===== src/rtl/icache_pkg.sv =====
// Shared instruction-cache geometry, refill FSM states and line-format helpers.
// The cache array and the refill controller both use these so the line layout cannot drift.
package icache_pkg;

    localparam int ICACHE_NFU     = 2;
    localparam int ICACHE_ENTRIES = 256;
    localparam int ICACHE_PAL     = 56;

    localparam int ICACHE_INDEXW  = $clog2(ICACHE_ENTRIES);
    localparam int ICACHE_OFFSETW = $clog2(ICACHE_NFU * 4);
    localparam int ICACHE_WORDSW  = ICACHE_NFU * 32;
    localparam int ICACHE_TAGW    = ICACHE_PAL - ICACHE_INDEXW - ICACHE_OFFSETW;
    localparam int ICACHE_LINEW   = ICACHE_WORDSW + 1 + ICACHE_TAGW;

    typedef enum logic [2:0] {
        ST_IDLE  = 3'd0,
        ST_REQ   = 3'd1,
        ST_WAIT  = 3'd2,
        ST_WRITE = 3'd3,
        ST_FLUSH = 3'd4
    } refill_state_t;

    // Present-line format: {word0..wordN-1, tag, valid}, word0 in the MSBs.
    function automatic logic [ICACHE_LINEW-1:0] pack_line(
        input logic [ICACHE_WORDSW-1:0] words,
        input logic [ICACHE_TAGW-1:0]   tag,
        input logic                     valid
    );
        return {words, tag, valid};
    endfunction

    function automatic logic [ICACHE_INDEXW-1:0] addr_index(input logic [ICACHE_PAL-1:0] addr);
        return addr[ICACHE_OFFSETW +: ICACHE_INDEXW];
    endfunction

    function automatic logic [ICACHE_TAGW-1:0] addr_tag(input logic [ICACHE_PAL-1:0] addr);
        return addr[ICACHE_PAL-1 -: ICACHE_TAGW];
    endfunction

endpackage


===== src/rtl/icache_line_assembler.sv =====
// NFU x 32-bit word buffer that collects a cache line one memory word at a time.
// Slot 0 (lowest address) appears in the MSBs of the packed output.
module icache_line_assembler #(
    parameter int NFU   = 2,
    parameter int SLOTW = 1
) (
    input  logic              clk,
    input  logic              rst,
    input  logic              clear,
    input  logic              we,
    input  logic [SLOTW-1:0]  slot,
    input  logic [31:0]       data,
    output logic [NFU*32-1:0] words
);

    logic [31:0] buf_q [NFU];

    always_ff @(posedge clk) begin
        if (rst || clear) begin
            for (int i = 0; i < NFU; i++) begin
                buf_q[i] <= '0;
            end
        end else if (we) begin
            buf_q[slot] <= data;
        end
    end

    always_comb begin
        words = '0;
        for (int i = 0; i < NFU; i++) begin
            words[(NFU-1-i)*32 +: 32] = buf_q[i];
        end
    end

endmodule


===== src/rtl/icache_refill_ctrl.sv =====
// Instruction-cache refill sequencer: fetches a missing line word by word, writes it
// into the cache array, and walks every entry on a full invalidate.
//
// Handshakes: a miss transfers on a rising edge with miss_valid && miss_ready; a memory
// request transfers on an edge with mem_req_valid && mem_req_ready, and mem_req_valid /
// mem_req_addr hold stable until then; responses have no ready and are only consumed in
// WAIT, anything arriving elsewhere is dropped. At most one request is ever outstanding.
module icache_refill_ctrl
    import icache_pkg::*;
#(
    parameter int NFU                     = ICACHE_NFU,
    parameter int NCACHE_ENTRIES          = ICACHE_ENTRIES,
    parameter int PHYSICAL_ADDRESS_LENGTH = ICACHE_PAL,
    localparam int CACHEINDEX     = $clog2(NCACHE_ENTRIES),
    localparam int CACHELINESIZE  = NFU * 32,
    localparam int CACHELINEINDEX = $clog2(NFU * 4),
    localparam int TAGSIZE        = PHYSICAL_ADDRESS_LENGTH - CACHEINDEX - CACHELINEINDEX,
    localparam int LINEW          = CACHELINESIZE + 1 + TAGSIZE
) (
    input  logic                               clk,
    input  logic                               rst,
    input  logic                               miss_valid,
    input  logic [PHYSICAL_ADDRESS_LENGTH-1:0] miss_address,
    output logic                               miss_ready,
    input  logic                               invalidate_all,
    output logic                               mem_req_valid,
    output logic [PHYSICAL_ADDRESS_LENGTH-1:0] mem_req_addr,
    input  logic                               mem_req_ready,
    input  logic                               mem_resp_valid,
    input  logic [31:0]                        mem_resp_data,
    input  logic                               mem_resp_error,
    output logic                               fill_we,
    output logic [CACHEINDEX-1:0]              fill_index,
    output logic [LINEW-1:0]                   fill_line,
    output logic                               fill_done,
    output logic                               fill_error,
    output logic                               busy,
    output refill_state_t                      dbg_state
);

    localparam int SLOTW = (NFU > 1) ? $clog2(NFU) : 1;
    localparam logic [CACHEINDEX-1:0] LAST_WORD  = CACHEINDEX'(NFU - 1);
    localparam logic [CACHEINDEX-1:0] LAST_ENTRY = CACHEINDEX'(NCACHE_ENTRIES - 1);

    refill_state_t state, state_nx;

    // Shared counter: word slot during a refill, entry index during a flush.
    logic [CACHEINDEX-1:0]              cnt;
    logic                               flush_pending;
    logic                               err_q;
    logic [PHYSICAL_ADDRESS_LENGTH-1:0] base_q;
    logic [CACHEINDEX-1:0]              index_q;
    logic [TAGSIZE-1:0]                 tag_q;
    logic [CACHELINESIZE-1:0]           words;

    logic ready_int;
    logic accept;
    logic resp_ok;
    logic resp_err;
    logic last_word;
    logic flush_last;

    always_comb begin
        ready_int  = !rst && (state == ST_IDLE) && !flush_pending && !invalidate_all;
        accept     = miss_valid && ready_int;
        resp_ok    = (state == ST_WAIT) && mem_resp_valid && !mem_resp_error;
        resp_err   = (state == ST_WAIT) && mem_resp_valid && mem_resp_error;
        last_word  = (cnt == LAST_WORD);
        flush_last = (cnt == LAST_ENTRY);
        state_nx   = state;
        case (state)
            ST_IDLE: begin
                if (invalidate_all || flush_pending) begin
                    state_nx = ST_FLUSH;
                end else if (accept) begin
                    state_nx = ST_REQ;
                end
            end
            ST_REQ: begin
                if (mem_req_ready) begin
                    state_nx = ST_WAIT;
                end
            end
            ST_WAIT: begin
                if (resp_err) begin
                    state_nx = ST_IDLE;
                end else if (resp_ok) begin
                    state_nx = last_word ? ST_WRITE : ST_REQ;
                end
            end
            ST_WRITE: begin
                state_nx = (flush_pending || invalidate_all) ? ST_FLUSH : ST_IDLE;
            end
            ST_FLUSH: begin
                if (flush_last) begin
                    state_nx = ST_IDLE;
                end
            end
            default: state_nx = ST_IDLE;
        endcase
    end

    always_ff @(posedge clk) begin
        if (rst) begin
            state         <= ST_IDLE;
            cnt           <= '0;
            flush_pending <= 1'b0;
            err_q         <= 1'b0;
        end else begin
            state <= state_nx;
            err_q <= resp_err;

            if (accept || state == ST_WRITE || (state == ST_IDLE && state_nx == ST_FLUSH)) begin
                cnt <= '0;
            end else if (resp_ok && !last_word) begin
                cnt <= cnt + 1'b1;
            end else if (state == ST_FLUSH) begin
                cnt <= flush_last ? '0 : cnt + 1'b1;
            end

            // An invalidate seen mid-refill is remembered and honoured once the line lands.
            if (state == ST_FLUSH && flush_last) begin
                flush_pending <= 1'b0;
            end else if (invalidate_all && state != ST_IDLE && state != ST_FLUSH) begin
                flush_pending <= 1'b1;
            end
        end
    end

    always_ff @(posedge clk) begin
        if (accept) begin
            base_q  <= {miss_address[PHYSICAL_ADDRESS_LENGTH-1:CACHELINEINDEX], CACHELINEINDEX'(0)};
            index_q <= addr_index(miss_address);
            tag_q   <= addr_tag(miss_address);
        end
    end

    icache_line_assembler #(
        .NFU   (NFU),
        .SLOTW (SLOTW)
    ) u_assembler (
        .clk   (clk),
        .rst   (rst),
        .clear (accept),
        .we    (resp_ok),
        .slot  (cnt[SLOTW-1:0]),
        .data  (mem_resp_data),
        .words (words)
    );

    // Every output is forced low while reset is held, including the registered pulses.
    always_comb begin
        miss_ready    = ready_int;
        mem_req_valid = !rst && (state == ST_REQ);
        mem_req_addr  = '0;
        if (mem_req_valid) begin
            mem_req_addr = base_q + PHYSICAL_ADDRESS_LENGTH'({cnt[SLOTW-1:0], 2'b00});
        end
        fill_we    = !rst && (state == ST_WRITE || state == ST_FLUSH);
        fill_done  = !rst && (state == ST_WRITE);
        fill_index = '0;
        fill_line  = '0;
        if (fill_done) begin
            fill_index = index_q;
            fill_line  = pack_line(words, tag_q, 1'b1);
        end else if (fill_we) begin
            fill_index = cnt;
        end
        fill_error = !rst && err_q;
        busy       = !rst && (state != ST_IDLE);
        dbg_state  = rst ? ST_IDLE : state;
    end

endmodule


===== config.mk =====
export PLATFORM = sky130hd
export DESIGN_NAME = icache_refill_ctrl
export DESIGN_NICKNAME = d
export VERILOG_FILES = /design/src/rtl/icache_pkg.sv /design/src/rtl/icache_line_assembler.sv /design/src/rtl/icache_refill_ctrl.sv
export SDC_FILE = /design/constraint.sdc
export NUM_CORES = 1
export LEC_CHECK = 0
export CAP_MARGIN = 20
export CORE_MARGIN = 5
export CORE_UTILIZATION = 41
export CTS_CLUSTER_DIAMETER = 60
export DETAILED_ROUTE_END_ITERATION = 8
export PLACE_DENSITY = 0.83
export SKIP_CTS_REPAIR_TIMING = 1
export SYNTH_ARGS = -nofsm -noshare
export SYNTH_HDL_FRONTEND = slang
export SYNTH_SLANG_ARGS = --single-unit

===== constraint.sdc =====
create_clock -name clk -period 5.08 [get_ports clk]
set_input_delay 0.762 -clock clk [delete_from_list [all_inputs] [get_ports clk]]
set_output_delay 0.762 -clock clk [all_outputs]
set_load 0.02 [all_outputs]

After elaboration in Yosys (flattened, before gate mapping)
Memory sizes are Yosys's and may differ from the RTL's.
Index checks and enable logic that the tools add are counted.
{"block": "word_totals", "ramBits": 64, "regBits": 119, "out_inout_bits": 183, "input_bits": 95, "n_memories": 1}
{"memory": "u_assembler.buf_q", "words": 2, "word_bits": 32, "rd": 2, "rd_ports_with_merged_regs": 0, "write_ports": 2, "line": "icache_line_assembler.sv:16", "rtl": "logic [31:0] buf_q [NFU];"}
{"block": "op_classes", "n_mux": 25, "add_sub_neg": 2, "n_reduce_logical": 33, "n_eq_ne": 8}
{"cell": "$mux W110", "n": 1}
{"cell": "$add A56 B3 Y56", "n": 1}
{"cell": "$mux W56", "n": 1}
{"cell": "$mux W8", "n": 5}
{"cell": "$mux W32", "n": 1}
{"cell": "$reduce_or A32 Y1", "n": 1}
{"cell": "$mux W3", "n": 8}
{"cell": "$logic_and A1 B1 Y1", "n": 17}
{"cell": "$pmux W3 S5", "n": 1}
{"cell": "$add A8 B1 Y8 const B", "n": 1}
{"cell": "$eq A8 B1 Y1 const B", "n": 1}
{"cell": "$eq A8 B8 Y1 const B", "n": 1}
{"cell": "$mux W1", "n": 7}
{"cell": "$eq A3 B2 Y1 const B", "n": 2}
{"cell": "$eq A3 B3 Y1 const B", "n": 2}
{"cell": "$logic_not A1 Y1", "n": 5}
{"cell": "$logic_or A1 B1 Y1", "n": 5}
{"cell": "$reduce_or A2 Y1", "n": 2}
{"cell": "$eq A3 B1 Y1 const B", "n": 1}
{"cell": "$logic_not A3 Y1", "n": 1}
{"cell": "$ne A3 B3 Y1 const B", "n": 1}
{"cell": "$reduce_bool A3 Y1", "n": 1}
{"cell": "$mux W2", "n": 1}
{"cell": "$reduce_bool A2 Y1", "n": 1}

Longest topological paths before layout
{"block": "logic_depth", "word_depth": 12, "depth_mapped": 8, "depth_no_buf": 6}

Cells and area by module
A second synthesis with hierarchy kept.
{"block": "unflattened", "cells_unflattened": 521, "hier_area_um2": 6159.7}
{"module": "icache_refill_ctrl", "n_inst": 1, "cells_each": 380, "seq_area_each_um2": 1851.8, "area_per_inst_um2": 3724.8}
{"module": "icache_line_assembler", "n_inst": 1, "cells_each": 141, "seq_area_each_um2": 1921.8, "area_per_inst_um2": 2434.8}

Worst setup path before layout
Ideal clock, no wire load.
{"block": "synth_timing", "path_type": "input to register", "startpoint": "input mem_resp_valid", "endpoint": "memory u_assembler.buf_q[0][0], enable pin", "t_required_ns": 4.614, "t_arrival_ns": 3.473, "setup_slack_ns": 1.142, "stages": 4, "path_cell_list": "nand3b_4 -> nor3_4 -> nand2_1 -> o21ai_0"}
{"item": "start: declaration", "line": "icache_refill_ctrl.sv:29", "rtl": "input logic mem_resp_valid,"}
{"item": "end: declaration", "line": "icache_line_assembler.sv:16"}

Final worst setup path
{"block": "layout_timing", "startpoint": "input rst", "endpoint": "output fill_line[98]"}
{"block": "layout_between", "elab_chain_len": 3}
{"item": "start: declaration", "line": "icache_refill_ctrl.sv:21", "rtl": "input logic rst,"}
{"item": "$logic_not A1 Y1", "line": "icache_refill_ctrl.sv:160", "rtl": "fill_done = !rst && (state == ST_WRITE);"}
{"item": "$logic_and A1 B1 Y1", "line": "icache_refill_ctrl.sv:160"}
{"item": "$mux W110", "line": "icache_refill_ctrl.sv:163", "rtl": "if (fill_done) begin"}
{"item": "end: declaration", "line": "icache_refill_ctrl.sv:34", "rtl": "output logic [LINEW-1:0] fill_line,"}
No other way between the ends.

==> out/metrics.yaml <==
cts-root-buf: "clkbuf_16"
slowest_stage: "clkdlybuf4s50_1"
fin_setup_tns_ps: 0
power_w: 0.00261
die_h_um: 131
ioPinCount: 278
regArea_mm2: 0.00377
vias: 4699
area_delta_synth_final_pct: 58.4
synth_commonest_cells: "and2_1 (230), edfxtp_1 (117), clkbuf_1 (23), nand2_1 (23), a21oi_1 (16)"
grt_pass1_wl_um: 24500
final_nets: 872
diodes: 0
cts_buffer_depth: 2
synth.most_common_cell: "and2_1"
grt.overflow.total: 0
multi_input_area_mm2: 0.00210
grt_max_degree: 58
rsz0062_at_grt: "false"
ys.flop_type: "edfxtp_1"
start_kind: "input pin"
cpLargestDelayFamily: "buffers and inverters"
min_period_ps: 4310
drv_slew: 0
routed_wl_um: 16700
cp.required_ps: 4320
drt-vias-per-instance: 4.83
core_area_mm2: 0.0145
antenna_found_initial: 0
drt-wirelength-per-cell_um: 17.2
cts_htree_levels: 4
path_cells: "clkdlybuf4s50_1 > buf_4 > or3_1 > clkinv_2 > buf_4 > and2_1 > clkdlybuf4s50_1"
cts.clk_slew.worst_paths_ps: 50
cts_tree: "built"
clkSinkCount: 130
min_period_over_period: 0.849
synthDistinctLibCells: 41
ys_seq_area_frac: 0.628
drv_cap: 0
dieArea_mm2: 0.0172
critPathMaxStageDelay_ps: 610
cp.arrival_ps: 3550
final-setup-viol-count: 0
gp_congestion: 0.841
ant_nets: 0
yosysTopAreaCellShare: 0.584
finalHoldViolCount: 0
insertion_delay_ps: 410
outcome: "completed"
grt_pass1_vias: 4665
initial_core_util: 0.415
cp_max_fo: 57
async_flop_share: 0
ys_warn_count: 0
end_kind: "primary output"
fillers: 1066
drive_above_1_share: 0.0596
path_class: "input pin to primary output"
synth_top_area_cell: "edfxtp_1"
syn_avg_cell_area_um2: 11.8
p_leak_nw: 3.45
synth_enable_flop_cells: 117
ys_ff_latch: 130
worstMarginPinSlew_ps: 856
place_hpwl_um: 12300
drc_errors: 0
row_count: 44
crit_buf_inv: 5
drt_first_pass_iters: 5
synthCells: 508
worst_clock_skew_ps: 7.87
synth_area_mm2: 0.00601
drt_iter0_drc: 214
cts_inserted_buffers: 17
min_path_type: "register to register"
gr-usage-all-layers: 0.189
fmax_ghz: 0.232
power_per_cell_area_mw_per_mm2: 274
portBuffers: 272
synth_area_leaders: "edfxtp_1 (58%), and2_1 (24%), dfxtp_1 (4.3%)"
fp.dieW_um: 131
ir_worst_vdd_mv: 0.259
maxSlewHeadroom: 0.429
logic make-up after synthesis:
group	count (synthesis)	synth area share
AO/OA/AOI/OAI	37	0.0375
adder cells (fa/ha/maj)	2	0.00416
buffers and inverters	37	0.0275
flip-flops	130	0.628
other	1	0.000624
AND/OR/NAND/NOR	301	0.303
cell usage in the layout (no fill, tap or decap), types with 5 or more instances in the layout:
cell type / n
clkdlybuf4s50_1: 272
or3_1: 5
o21ai_0: 5
edfxtp_1: 117
dfxtp_1: 13
buf_4: 5
nand2_1: 23
clkbuf_16: 17
nor2_1: 13
and2_1: 229
a21oi_1: 16
worst min-delay path, stage by stage (launching register included):
cell and delay, ps:
dfxtp_1 340, o31ai_1 90, a21oi_1 60
state kept, by name, summed over array words and instances (netlist names):
| register | flops |
|---|---|
| u_assembler.buf_q | 64 |
| tag_q | 45 |
| cnt | 8 |
| index_q | 7 |
| state | 3 |
| base_q | 1 |
| err_q | 1 |
| flush_pending | 1 |
layout make-up:
class | count | share of cell area
Sequential cell | 130 | 0.396
Timing Repair Buffer | 280 | 0.296
Multi-Input combinational cell | 342 | 0.221
Clock buffer | 17 | 0.0447
Tap cell | 184 | 0.0242
Clock inverter | 15 | 0.0172
Inverter | 4 | 0.00171
routing by layer:
metal  part of all wire  up-vias  global-route usage  wire length [µm]
li1                   -     2248                   -                 -
met1               0.35     2205               0.202              5920
met2               0.53      216               0.337              8810
met3              0.095       30              0.0721              1590
met4              0.022        0              0.0726               372
met5                  0        -                   0                 0
power by group:
part	switching [W]	total [W]	internal, W
clock	0.000441	0.00121	0.000765
combinational	0.0000755	0.000167	0.0000916
sequential	0.0000193	0.00123	0.00121
total	0.000536	0.00261	0.00207
stage by stage:
| stage | worst slack [ps] | hold slack (ps) | cell area [µm²] | util | cells |
|---|---|---|---|---|---|
| 6_report | 768 | 540 | 9530 | 0.658 | 972 |
| 5_1_grt | 576 | 553 | 9530 | 0.658 | 972 |
| 4_1_cts | 735 | 530 | 9490 | 0.655 | 970 |
| 3_5_place_dp | 741 | 522 | 8900 | 0.615 | 938 |
| 3_3_place_gp | 811 | 498 | 8900 | 0.615 | 938 |
| 2_1_floorplan | 1140 | 474 | 6020 | - | 509 |
path summary, 6_finish.rpt:
check                       from                                    end  slack (ps)  depth (start not counted)
max                          rst                          fill_line[98]         770                          7
min          cnt[7]$_SDFFE_PP0P_                    cnt[7]$_SDFFE_PP0P_         540                          2
max reg2reg  state[2]$_SDFF_PP0_  u_assembler.buf_q[1][0]$_SDFFCE_PN0P_        2070                          5
min reg2reg  cnt[7]$_SDFFE_PP0P_                    cnt[7]$_SDFFE_PP0P_         540                          2
Note: power is estimated with default switching activity, not from simulation.
